<file path="src/rtl/fetch_pc_unit.sv">
// Instruction-fetch stage: owns the architectural PC, resolves redirects from EX,
// issues single-outstanding imem requests and hands instructions to decode.
module fetch_pc_unit #(
   parameter logic [31:0] RESET_PC = 32'h0000_0000,
   parameter int          IMEM_AW  = 32
) (
   input  logic               clk,
   input  logic               rst_n,
   input  logic               stall,
   input  logic               br_en,
   input  logic               br_res,
   input  logic               jal,
   input  logic               jalr,
   input  logic [31:0]        ex_pc,
   input  logic [31:0]        ex_imm,
   input  logic [31:0]        ex_rs1,
   output logic               imem_req,
   output logic [IMEM_AW-1:0] imem_addr,
   input  logic               imem_gnt,
   input  logic               imem_rvalid,
   input  logic [31:0]        imem_rdata,
   output logic               if_valid,
   output logic [31:0]        if_instr,
   output logic [31:0]        if_pc,
   input  logic               id_ready,
   output logic               flush,
   output logic               misalign_exc,
   output logic [31:0]        misalign_addr
);

   localparam logic [31:0] NOP = 32'h0000_0013;

   typedef enum logic [1:0] {S_IDLE, S_REQ, S_WAIT, S_HOLD} state_t;

   // decoded control-flow change coming back from EX
   typedef struct packed {
      logic        take;     // EX wants to change flow
      logic        redirect; // taken and aligned: actually steer the PC
      logic        misalign; // taken but target not word aligned
      logic [31:0] target;
   } redir_t;

   state_t      state;
   logic [31:0] pc;
   logic [31:0] fetch_addr;
   logic        discard;
   redir_t      rd;
   logic [31:0] base;
   logic [31:0] sum;

   // redirect decode; JALR clears bit 0 of the sum, only bit 1 is an alignment fault
   always_comb begin
      base        = jalr ? ex_rs1 : ex_pc;
      sum         = base + ex_imm;
      rd.target   = jalr ? {sum[31:1], 1'b0} : sum;
      rd.take     = !stall && ((br_en && br_res) || jal || jalr);
      rd.redirect = rd.take && !rd.target[1];
      rd.misalign = rd.take &&  rd.target[1];
   end

   // pulses are gated by reset so nothing leaks out while the unit is held
   always_comb begin
      flush         = rst_n && rd.redirect;
      misalign_exc  = rst_n && rd.misalign;
      misalign_addr = misalign_exc ? rd.target : 32'h0;
      imem_req      = (state == S_REQ);
      imem_addr     = pc;
   end

   // fetch state machine, PC and the decode-facing instruction register
   always_ff @(posedge clk) begin
      if (!rst_n) begin
         state      <= S_IDLE;
         pc         <= RESET_PC;
         fetch_addr <= RESET_PC;
         discard    <= 1'b0;
         if_valid   <= 1'b0;
         if_instr   <= NOP;
         if_pc      <= RESET_PC;
      end else begin
         case (state)
            S_IDLE: begin
               state <= S_REQ;
               if (rd.redirect) pc <= rd.target;
            end

            S_REQ: begin
               if (rd.redirect) pc <= rd.target;
               if (imem_gnt) begin
                  // a redirect coinciding with the grant makes this response stale
                  state      <= S_WAIT;
                  fetch_addr <= pc;
                  discard    <= rd.redirect;
               end
            end

            S_WAIT: begin
               if (imem_rvalid) begin
                  if (discard || rd.redirect) begin
                     discard <= 1'b0;
                     state   <= S_REQ;
                     if (rd.redirect) pc <= rd.target;
                  end else begin
                     if_instr <= imem_rdata;
                     if_pc    <= fetch_addr;
                     if_valid <= 1'b1;
                     pc       <= fetch_addr + 32'd4;
                     state    <= S_HOLD;
                  end
               end else if (rd.redirect) begin
                  pc      <= rd.target;
                  discard <= 1'b1;
               end
            end

            S_HOLD: begin
               // redirect kills the held instruction even if decode takes it this cycle
               if (rd.redirect) begin
                  if_valid <= 1'b0;
                  pc       <= rd.target;
                  state    <= S_REQ;
               end else if (id_ready) begin
                  if_valid <= 1'b0;
                  state    <= S_REQ;
               end
            end

            default: state <= S_IDLE;
         endcase
      end
   end

endmodule
</file>
<file path="config.mk">
export PLATFORM = sky130hd
export DESIGN_NAME = fetch_pc_unit
export DESIGN_NICKNAME = d
export VERILOG_FILES = /design/src/rtl/fetch_pc_unit.sv
export SDC_FILE = /design/constraint.sdc
export NUM_CORES = 1
export LEC_CHECK = 0
export CAP_MARGIN = 20
export CORE_ASPECT_RATIO = 0.75
export CORE_MARGIN = 2
export CORE_UTILIZATION = 50
export DETAILED_ROUTE_END_ITERATION = 7
export PLACE_DENSITY_LB_ADDON = 0.3
export SLEW_MARGIN = 20
export SYNTH_ARGS = -nofsm -noshare
export SYNTH_HDL_FRONTEND = slang
export SYNTH_SLANG_ARGS = --single-unit
</file>
<file path="constraint.sdc">
create_clock -name clk -period 8.6 [get_ports clk]
set_clock_uncertainty 0.15 [all_clocks]
set_input_delay 0.86 -clock clk [delete_from_list [all_inputs] [get_ports clk]]
set_output_delay 0.86 -clock clk [all_outputs]
set_load 0.05 [all_outputs]
</file>
==> results.yml, run 1 <==
power_and_ir_drop:
  power.density_nw_per_um2: 174
  leakage_power_summed_over_all_cells_nw: 4.07
  irDropWorstVdd_uv: 169
  post_layout_power_mw: 1.95
timing:
  hold_viol: 0
  timing_worst_slew_pin_value_ns: 0.765
  slew_headroom: 0.488
  setup_tns_ns: 0
  slew_limit_fails: 0
  layout_worst_path_cycle_share: 0.767
  top_achievable_clock_speed_mhz: 152
  finalWorstPathRequiredPeriod_ns: 6.60
  setup_violations: 0
  fin_ws_ns: 2.00
  rsz0062_at_grt: "false"
floorplan:
  floorplan.die_area_um2: 16700
  core_area_um2: 15300
  dieHeight_um: 112
  rows: 39
  chipWidth_um: 149
  pin_count: 270
  start_util: 0.513
cts:
  cts.htree.levels: 4
  post_cts_resized: 0
  clock_tree_from_tritoncts: "done"
  cts.sink_count: 132
  cts.clk_slew.worst_paths_ns: 0.05
  holdBufCountCts: 0
  cts.root.buffer_cell: "sky130_fd_sc_hd__clkbuf_16"
  cts_setup_buffers: 0
  cts-buffers-inserted: 17
  worst_skew_pair.late_latency_ns: 0.41
  cts-root-to-sink-buffers: 2
placement:
  dp_cells: 1414
  gp_routability_congestion: 0.951
  pre_cts_slack_ns: 2.07
  dp_hpwl_um: 17200
  port_buffers: 269
synth:
  synth_cells: 997
  syn_avg_cell_area_um2: 7.85
  post_synth_instance_area_um2: 7830
  synth_nets: 1173
  yosys_register_bits: 132
  yosys_most_used_dff: "sky130_fd_sc_hd__dfxtp_1"
  synth_largest_area_cell: "sky130_fd_sc_hd__dfxtp_1"
  share_of_synthesized_flip_flops_with_an_asynchronous_set_or_reset: 0
  netlist-cell-type-count: 55
  synth-seq-area-share: 0.337
  synth.area.top_cells: "sky130_fd_sc_hd__dfxtp_1, sky130_fd_sc_hd__nand2_1, sky130_fd_sc_hd__a21boi_0"
  synth_enable_flop_cells: 0
  yosysWarningCount: 0
  synth_top_area_share: 0.337
worst_setup_path:
  cell_breakdown_of_the_critical_path: "clkdlybuf4s50_1, buf_4, mux2_2, ha_1, a21oi_1, o21ai_0, o21bai_1, a211o_1, o211ai_2, o21ai_1, a31oi_1, mux2i_1, clkdlybuf4s50_1"
  max_stage_delay_cell_worst_path: "sky130_fd_sc_hd__clkdlybuf4s50_1"
  r2r-start: "fetch_addr[2]$_SDFFE_PN0P_"
  crit_arrival_ns: 5.59
  critPathLaunchType: "input port"
  critical_path_required_ns: 7.59
  critPathKind: "input port to output pin"
  worst_setup_path_startpoint: "jalr"
  critPathMaxStageDelay_ns: 0.97
  worst_path_most_repeated_cell: "sky130_fd_sc_hd__clkdlybuf4s50_1"
  endpoint_kind: "output pin"
  crit_path_max_fanout: 19
min_path:
  hp-start: "if_instr[10]$_SDFFE_PN0P_"
  holdCritPathClass: "register to register"
global_routing:
  grt.total_usage: 0.279
  vias_in_the_first_global_route: 7861
  grt_antenna_before_repair: 0
  pin_count_of_the_biggest_net_entering_global_routing: 79
  first_pass_grt_wire_length_um: 38000
  globalRoute.totalOverflow: 0
drt:
  routed-wl-met3_um: 1770
  highest_layer: "met4"
  detail_route.wirelength_um: 23400
  drt-wirelength-per-cell_um: 16.2
  detailroute.wirelength.met2_um: 11300
  drt_initial_violations: 438
  num_vias: 7978
  detail_route.wirelength.met1_um: 9670
  routed_via_density: 5.52
  drc: 0
  first_pass_iters: 5
  ant_nets: 0
finish:
  area_growth_pct: 43.1
  layout.area.seq_um2: 2640
  diodes: 0
  count_of_fill_cells_added_during_filler_insertion: 1203
  layout.nets: 1404
  final_cell_count_no_fill: 1446
  drive_above_1_share: 0.0701
  area_of_the_multi_input_gates_um2: 4910
outcome:
  outcome: "completed"
job:
  max_cap_viol_count: 0
area by class of cell:
type,instances,area share
inverters,11,0.00368
multi-input cells,790,0.438
flip-flops and latches,132,0.236
well taps,205,0.0229
clock buffers,18,0.0392
repair buffers,276,0.245
clock inverters,14,0.0157
worst max-delay path, delay by kind of cell:
kind | cells | cell delay, ns
mux | 2 | 0.59
compound gates | 7 | 1.59
fa+ha+maj | 1 | 0.35
buf+inv | 3 | 2.19
cells in the mapped netlist (all sizes together) (2+ instances only):
| library cell | count |
|---|---|
| o21a | 4 |
| and3 | 18 |
| o21ai | 36 |
| and2 | 6 |
| ha | 37 |
| nor3 | 9 |
| nand4 | 11 |
| o311ai | 3 |
| buf | 16 |
| o211a | 3 |
| and4 | 2 |
| a211o | 3 |
| a21boi | 94 |
| a31o | 2 |
| nand2 | 251 |
| a211oi | 9 |
| o211ai | 12 |
| dfxtp | 132 |
| nor2b | 3 |
| nor2 | 61 |
| clkbuf | 48 |
| nor3b | 3 |
| xor2 | 19 |
| a31oi | 4 |
| inv | 11 |
| nand3 | 30 |
| mux2i | 2 |
| nand2b | 3 |
| a21o | 15 |
| o221ai | 11 |
| or3 | 3 |
| a221oi | 2 |
| a21oi | 47 |
| mux2 | 31 |
| o31ai | 5 |
| xnor2 | 36 |
| o21bai | 7 |
sequential cells by signal, indices dropped and copies added, names as in the netlist:
name        cells
discard         1
imem_addr      32
if_pc          32
state           2
if_instr       32
if_valid        1
fetch_addr     32
where the power goes:
group | internal (mW) | switching, mW
registers | 0.635 | 0.0227
clock network | 0.467 | 0.280
logic | 0.223 | 0.317
total | 1.33 | 0.620
cell usage in the layout, fill, tap and decap left out, types with 4 or more instances in the layout:
cell type / count
sky130_fd_sc_hd__inv_6: 4
sky130_fd_sc_hd__clkdlybuf4s50_1: 268
sky130_fd_sc_hd__ha_1: 37
sky130_fd_sc_hd__o211ai_1: 11
sky130_fd_sc_hd__mux2_2: 31
sky130_fd_sc_hd__and3_1: 17
sky130_fd_sc_hd__nor2_1: 61
sky130_fd_sc_hd__a21o_1: 15
sky130_fd_sc_hd__a211oi_1: 9
sky130_fd_sc_hd__xnor2_1: 36
sky130_fd_sc_hd__dfxtp_1: 132
sky130_fd_sc_hd__a21oi_1: 46
sky130_fd_sc_hd__o21ai_0: 33
sky130_fd_sc_hd__o221ai_1: 11
sky130_fd_sc_hd__o21a_1: 4
sky130_fd_sc_hd__nand2_1: 249
sky130_fd_sc_hd__o21bai_1: 7
sky130_fd_sc_hd__a21boi_0: 94
sky130_fd_sc_hd__clkbuf_16: 17
sky130_fd_sc_hd__xor2_1: 19
sky130_fd_sc_hd__nand3_1: 28
sky130_fd_sc_hd__a31oi_1: 4
sky130_fd_sc_hd__inv_1: 11
sky130_fd_sc_hd__and2_1: 6
sky130_fd_sc_hd__buf_4: 8
sky130_fd_sc_hd__nor3_1: 7
sky130_fd_sc_hd__nand4_1: 11
routing by layer:
| layer | vias to the layer above | track usage |
|---|---|---|
| li1 | 3917 | - |
| met1 | 3734 | 0.342 |
| met2 | 281 | 0.479 |
| met3 | 46 | 0.0715 |
| met4 | 0 | 0.0921 |
| met5 | - | 0 |
path summary, 6_finish.rpt:
check | to | slack (ns) | depth (start not counted)
max reg2reg | imem_addr[26]$_SDFF_PN0_ | 5.91 | 9
min reg2reg | if_instr[10]$_SDFFE_PN0P_ | 0.31 | 2
min | if_instr[10]$_SDFFE_PN0P_ | 0.31 | 2
max | misalign_addr[27] | 2.00 | 13
per-stage QoR:
stage / hold WS (ns) / utilization / cell area (µm²)
floorplan: 0.305 / - / 7830
global placement: 0.300 / 0.693 / 10600
detailed placement: 0.308 / 0.693 / 10600
CTS: 0.316 / 0.734 / 11200
global route: 0.337 / 0.734 / 11200
finish: 0.311 / 0.734 / 11200
cell families after synthesis:
group,synth area share
simple gates,0.220
compound gates,0.234
flops,0.337
buf+inv,0.0382
xor+xnor,0.0615
fa+ha+maj,0.0617
mux,0.0471
Note: power is estimated with default switching activity, not from simulation.
==> run 2, diff against run 1 <==
--- a/config.mk
+++ b/config.mk
@@ -8,7 +8,7 @@
 export CAP_MARGIN = 20
 export CORE_ASPECT_RATIO = 0.75
 export CORE_MARGIN = 2
-export CORE_UTILIZATION = 50
+export CORE_UTILIZATION = 46
 export DETAILED_ROUTE_END_ITERATION = 7
 export PLACE_DENSITY_LB_ADDON = 0.3
 export SLEW_MARGIN = 20
==> constraint.sdc (replaced) <==
create_clock -name clk -period 6.81 [get_ports clk]
set_clock_uncertainty 0.15 [all_clocks]
set_input_delay 0.681 -clock clk [delete_from_list [all_inputs] [get_ports clk]]
set_output_delay 0.681 -clock clk [all_outputs]
set_load 0.05 [all_outputs]
==> run 2 against run 1 <==
Effect of this change:
- total power increased by 27%
- routed wire length decreased by 0.78%
- non-clock buffer count increased by 3
- sequential share of layout area about the same
- critical path depth unchanged
- die area increased by 8.4%
- utilization decreased by 6.2 points
- critical endpoint unchanged
- global-route usage decreased by 2.9 points
- via count decreased by 1.0%
- first-iteration DRC count increased by 4.6%
- clock power increased by 27%
- critical path type unchanged
- final cell count increased by 0.90%
==> results.yml, run 2 (synthesis results as in run 1) <==
worst_setup_path:
  critPathLaunchType: "input port"
  critPathKind: "input port to output pin"
  critical_path_required_ns: 5.98
  crit_arrival_ns: 5.14
  worstRegToRegCells: 9
  worst_setup_path_startpoint: "jalr"
  crit_path_max_fanout: 35
  endpoint_kind: "output pin"
  r2r-start: "fetch_addr[2]$_SDFFE_PN0P_"
finish:
  area_growth_pct: 43.4
  drive_above_1_share: 0.0748
  count_of_fill_cells_added_during_filler_insertion: 1427
  layout.cells.most_common: "sky130_fd_sc_hd__clkdlybuf4s50_1"
  final_core_util: 0.671
  final_cell_count_no_fill: 1459
  top_library_cells_by_usage_in_the_layout_fill_and_taps_aside: "sky130_fd_sc_hd__clkdlybuf4s50_1, sky130_fd_sc_hd__nand2_1, sky130_fd_sc_hd__dfxtp_1"
  layout.nets: 1407
  diodes: 0
global_routing:
  first_pass_grt_wire_length_um: 36600
  globalRoute.totalOverflow: 0
  grt.total_usage: 0.250
  grt_antenna_before_repair: 0
  pin_count_of_the_biggest_net_entering_global_routing: 102
  vias_in_the_first_global_route: 7442
power_and_ir_drop:
  leakage_power_summed_over_all_cells_nw: 4.09
  p_sw_frac: 0.324
  post_layout_power_mw: 2.47
  power.density_nw_per_um2: 220
  clock_power_share: 0.386
  power_frac_comb: 0.277
  p_sw_mw: 0.799
  irDropWorstVdd_uv: 164
  power_frac_seq: 0.337
  pint_mw: 1.67
cts:
  cts-buffers-inserted: 17
  clock_tree_from_tritoncts: "done"
  holdBufCountCts: 0
  worst_skew_pair.late_latency_ns: 0.41
  cts.root.buffer_cell: "sky130_fd_sc_hd__clkbuf_16"
  cts-root-to-sink-buffers: 2
  post_cts_resized: 0
  cts.htree.levels: 4
  cts.clk_slew.worst_paths_ns: 0.06
  cts_setup_buffers: 0
  cts.sink_count: 132
outcome:
  outcome: "completed"
floorplan:
  dieHeight_um: 117
  floorplan.die_area_um2: 18100
  rows: 41
  chipWidth_um: 155
  core_area_um2: 16700
  start_util: 0.468
  pin_count: 270
timing:
  layout_worst_path_cycle_share: 0.877
  rsz0062_at_grt: "false"
  top_achievable_clock_speed_mhz: 167
  slew_limit_fails: 0
  setup_violations: 0
  finalWorstPathRequiredPeriod_ns: 5.97
  hold_viol: 0
  setup_tns_ns: 0
  slew_headroom: 0.387
  fin_ws_ns: 0.835
  timing_worst_slew_pin_value_ns: 0.918
placement:
  port_buffers: 269
  pre_cts_slack_ns: 0.968
  dp_hpwl_um: 16900
  dp_cells: 1427
  gp_routability_congestion: 0.889
drt:
  drt_initial_violations: 458
  routed_via_density: 5.41
  drc: 0
  first_pass_iters: 5
  detail_route.wirelength_um: 23200
  ant_nets: 0
  num_vias: 7896
  drt-wirelength-per-cell_um: 15.9
min_path:
  hp-start: "if_instr[24]$_SDFFE_PN0P_"
  worst_hold_path_stage_count: 2
  holdCritPathClass: "register to register"
job:
  max_cap_viol_count: 0
==> run 2: area by class of cell <==
cell class | instances | area [µm²] | share of cell area
clock inverters | 15 | 193 | 0.0172
multi-input cells | 790 | 4900 | 0.437
repair buffers | 279 | 2760 | 0.245
flip-flops and latches | 132 | 2640 | 0.235
well taps | 215 | 269 | 0.0240
clock buffers | 17 | 425 | 0.0379
inverters | 11 | 41.3 | 0.00368
==> run 2: path summary, 6_finish.rpt <==
path                               end  slack, ns
max                  misalign_addr[27]       0.84
min          if_instr[24]$_SDFFE_PN0P_       0.31
max reg2reg   imem_addr[30]$_SDFF_PN0_       4.06
min reg2reg  if_instr[24]$_SDFFE_PN0P_       0.31
==> run 2: worst max-delay path, cell delays in order <==
cell	delay [ns]
sky130_fd_sc_hd__clkdlybuf4s50_1	0.45
sky130_fd_sc_hd__buf_4	0.41
sky130_fd_sc_hd__mux2_2	0.39
sky130_fd_sc_hd__ha_1	0.35
sky130_fd_sc_hd__a21oi_1	0.44
sky130_fd_sc_hd__nand2_1	0.11
sky130_fd_sc_hd__o21ai_0	0.22
sky130_fd_sc_hd__o21ai_2	0.13
sky130_fd_sc_hd__o211ai_2	0.31
sky130_fd_sc_hd__o21ai_1	0.20
sky130_fd_sc_hd__a31oi_1	0.27
sky130_fd_sc_hd__mux2i_1	0.30
sky130_fd_sc_hd__clkdlybuf4s50_1	0.85
==> run 2: routing by layer <==
metal | routed length, µm | up-vias | track usage | part of all wire
li1 | - | 3927 | - | -
met1 | 10300 | 3677 | 0.315 | 0.44
met2 | 11000 | 269 | 0.434 | 0.47
met3 | 1600 | 23 | 0.0626 | 0.069
met4 | 334 | 0 | 0.0642 | 0.014
met5 | 0 | - | 0 | 0
==> run 2: power groups by stage <==
stage	Sequential, mW	Clock (mW)	Combinational (mW)
floorplan	0.921	0	0.359
global placement	0.847	0	0.669
detailed placement	0.847	0	0.676
CTS	0.831	0.971	0.681
global route	0.836	1.01	0.730
finish	0.832	0.953	0.685
==> run 2: through the flow <==
stage               hold WS (ns)  area [µm²]
floorplan                  0.305        7830
global placement           0.300       10600
detailed placement         0.305       10600
CTS                        0.314       11200
global route               0.330       11200
finish                     0.309       11200
==> run 3, diff against run 2 <==
--- a/config.mk
+++ b/config.mk
@@ -6,9 +6,11 @@
 export NUM_CORES = 1
 export LEC_CHECK = 0
 export CAP_MARGIN = 20
+export CELL_PAD_IN_SITES_DETAIL_PLACEMENT = 1
+export CELL_PAD_IN_SITES_GLOBAL_PLACEMENT = 1
 export CORE_ASPECT_RATIO = 0.75
 export CORE_MARGIN = 2
-export CORE_UTILIZATION = 46
+export CORE_UTILIZATION = 33
 export DETAILED_ROUTE_END_ITERATION = 7
 export PLACE_DENSITY_LB_ADDON = 0.3
 export SLEW_MARGIN = 20
==> run 3 against run 2 <==
Effect of this change:
- combinational power grew 0.9%
- via count grew 0.94%
- utilization shrank 18 points
- design area grew 1.4%
- clock-buffer cell count grew 2
- clock power grew 10%
- sequential power is essentially flat
- hold slack gained 0.0050 ns
- non-clock buffer count grew 1
- first-iteration DRC count shrank 34%
- routed wire length grew 17%
- die area grew 38%
- largest cell class unchanged
==> results.yml, run 3 (synthesis results as in run 1) <==
global_routing:
  global_route.usage.met1: 0.270
  vias_in_the_first_global_route: 8242
  grt.met2_usage: 0.393
  grt.total_usage: 0.217
  grtUsageMet3: 0.0415
  gr-max-usage-layer: "met2"
  pin_count_of_the_biggest_net_entering_global_routing: 79
  first_pass_grt_wire_length_um: 43400
  grt_antenna_before_repair: 0
  globalRoute.totalOverflow: 0
drt:
  drc: 0
  drt_initial_violations: 302
  routed_via_density: 5.16
  first_pass_iters: 4
  ant_nets: 0
  drt-wirelength-per-cell_um: 17.6
  detail_route.wirelength_um: 27100
  num_vias: 7970
timing:
  setup_tns_ns: 0
  layout_worst_path_cycle_share: 0.875
  rsz0062_at_grt: "false"
  timing_worst_slew_pin_value_ns: 0.920
  setup_violations: 0
  slew_limit_fails: 0
  hold_viol: 0
  slew_headroom: 0.387
  finalWorstPathRequiredPeriod_ns: 5.96
  top_achievable_clock_speed_mhz: 168
worst_setup_path:
  critPathLaunchType: "input port"
  crit_arrival_ns: 5.13
  critPathKind: "input port to output pin"
  endpoint_kind: "output pin"
  critical_path_required_ns: 5.98
  crit_path_max_fanout: 17
floorplan:
  rows: 48
  chipWidth_um: 182
  core_area_um2: 23200
  dieHeight_um: 137
  start_util: 0.338
  pin_count: 270
  floorplan.die_area_um2: 25000
placement:
  dp_hpwl_um: 20100
  port_buffers: 269
  gp_routability_congestion: 0.831
cts:
  clock_tree_from_tritoncts: "done"
  cts-root-to-sink-buffers: 2
  cts.root.buffer_cell: "sky130_fd_sc_hd__clkbuf_16"
  cts-buffers-inserted: 17
  cts.clk_slew.worst_paths_ns: 0.05
  worst_skew_pair.late_latency_ns: 0.42
  cts_setup_buffers: 0
  post_cts_resized: 0
  cts.sink_count: 132
  cts.htree.levels: 4
  holdBufCountCts: 0
power_and_ir_drop:
  power.density_nw_per_um2: 226
  irDropWorstVdd_uv: 166
  post_layout_power_mw: 2.58
  leakage_power_summed_over_all_cells_nw: 4.13
job:
  max_cap_viol_count: 0
outcome:
  outcome: "completed"
finish:
  drive_above_1_share: 0.0779
  layout.nets: 1408
  top_library_cells_by_usage_in_the_layout_fill_and_taps_aside: "sky130_fd_sc_hd__clkdlybuf4s50_1, sky130_fd_sc_hd__nand2_1, sky130_fd_sc_hd__dfxtp_1"
  diodes: 0
  area_growth_pct: 45.4
  final_core_util: 0.491
  count_of_fill_cells_added_during_filler_insertion: 2765
  layout.cells.most_common: "sky130_fd_sc_hd__clkdlybuf4s50_1"
min_path:
  holdCritPathClass: "register to register"
run 3: worst max-delay path, stage by stage:
cell	delay (ns)
sky130_fd_sc_hd__clkdlybuf4s50_1	0.94
sky130_fd_sc_hd__buf_4	0.35
sky130_fd_sc_hd__mux2_2	0.36
sky130_fd_sc_hd__ha_1	0.36
sky130_fd_sc_hd__a21oi_1	0.25
sky130_fd_sc_hd__o21ai_0	0.15
sky130_fd_sc_hd__o21bai_1	0.20
sky130_fd_sc_hd__a211o_1	0.24
sky130_fd_sc_hd__o211ai_2	0.26
sky130_fd_sc_hd__o21ai_1	0.21
sky130_fd_sc_hd__xnor2_1	0.20
sky130_fd_sc_hd__nor2_1	0.11
sky130_fd_sc_hd__clkdlybuf4s50_1	0.81
run 3: path summary, 6_finish.rpt:
check,start,endpoint,slack (ns),cells after the start
min,if_instr[24]$_SDFFE_PN0P_,if_instr[24]$_SDFFE_PN0P_,0.31,2
min reg2reg,if_instr[24]$_SDFFE_PN0P_,if_instr[24]$_SDFFE_PN0P_,0.31,2
max,jalr,misalign_addr[23],0.85,13
max reg2reg,fetch_addr[2]$_SDFFE_PN0P_,imem_addr[28]$_SDFF_PN0_,4.03,9
run 3: area by class of cell:
| class | count | area [µm²] | area share |
|---|---|---|---|
| flip-flops and latches | 132 | 2640 | 0.232 |
| multi-input cells | 790 | 4900 | 0.430 |
| clock buffers | 19 | 433 | 0.0380 |
| well taps | 300 | 375 | 0.0330 |
| clock inverters | 13 | 231 | 0.0203 |
| repair buffers | 280 | 2760 | 0.243 |
| inverters | 11 | 41.3 | 0.00363 |
run 3: power by group:
group          leakage [nW]  internal [mW]  switching [mW]
Sequential             1.07          0.802          0.0308
Combinational          2.74          0.282           0.408
Clock                 0.317          0.687           0.365
run 3: metrics by stage:
step	area, µm²	std cells	worst slack [ns]	hold slack [ns]
floorplan	7830	997	1.88	0.305
global placement	10700	1512	0.914	0.298
detailed placement	10700	1513	0.855	0.309
CTS	11400	1545	0.830	0.319
global route	11400	1545	0.510	0.345
finish	11400	1545	0.849	0.314
run 3: routing by layer:
metal | part of all wire | wire length, µm | vias up
li1 | - | - | 3918
met1 | 0.45 | 12300 | 3870
met2 | 0.49 | 13300 | 162
met3 | 0.047 | 1290 | 20
met4 | 0.0080 | 218 | 0
met5 | 0 | 0 | -
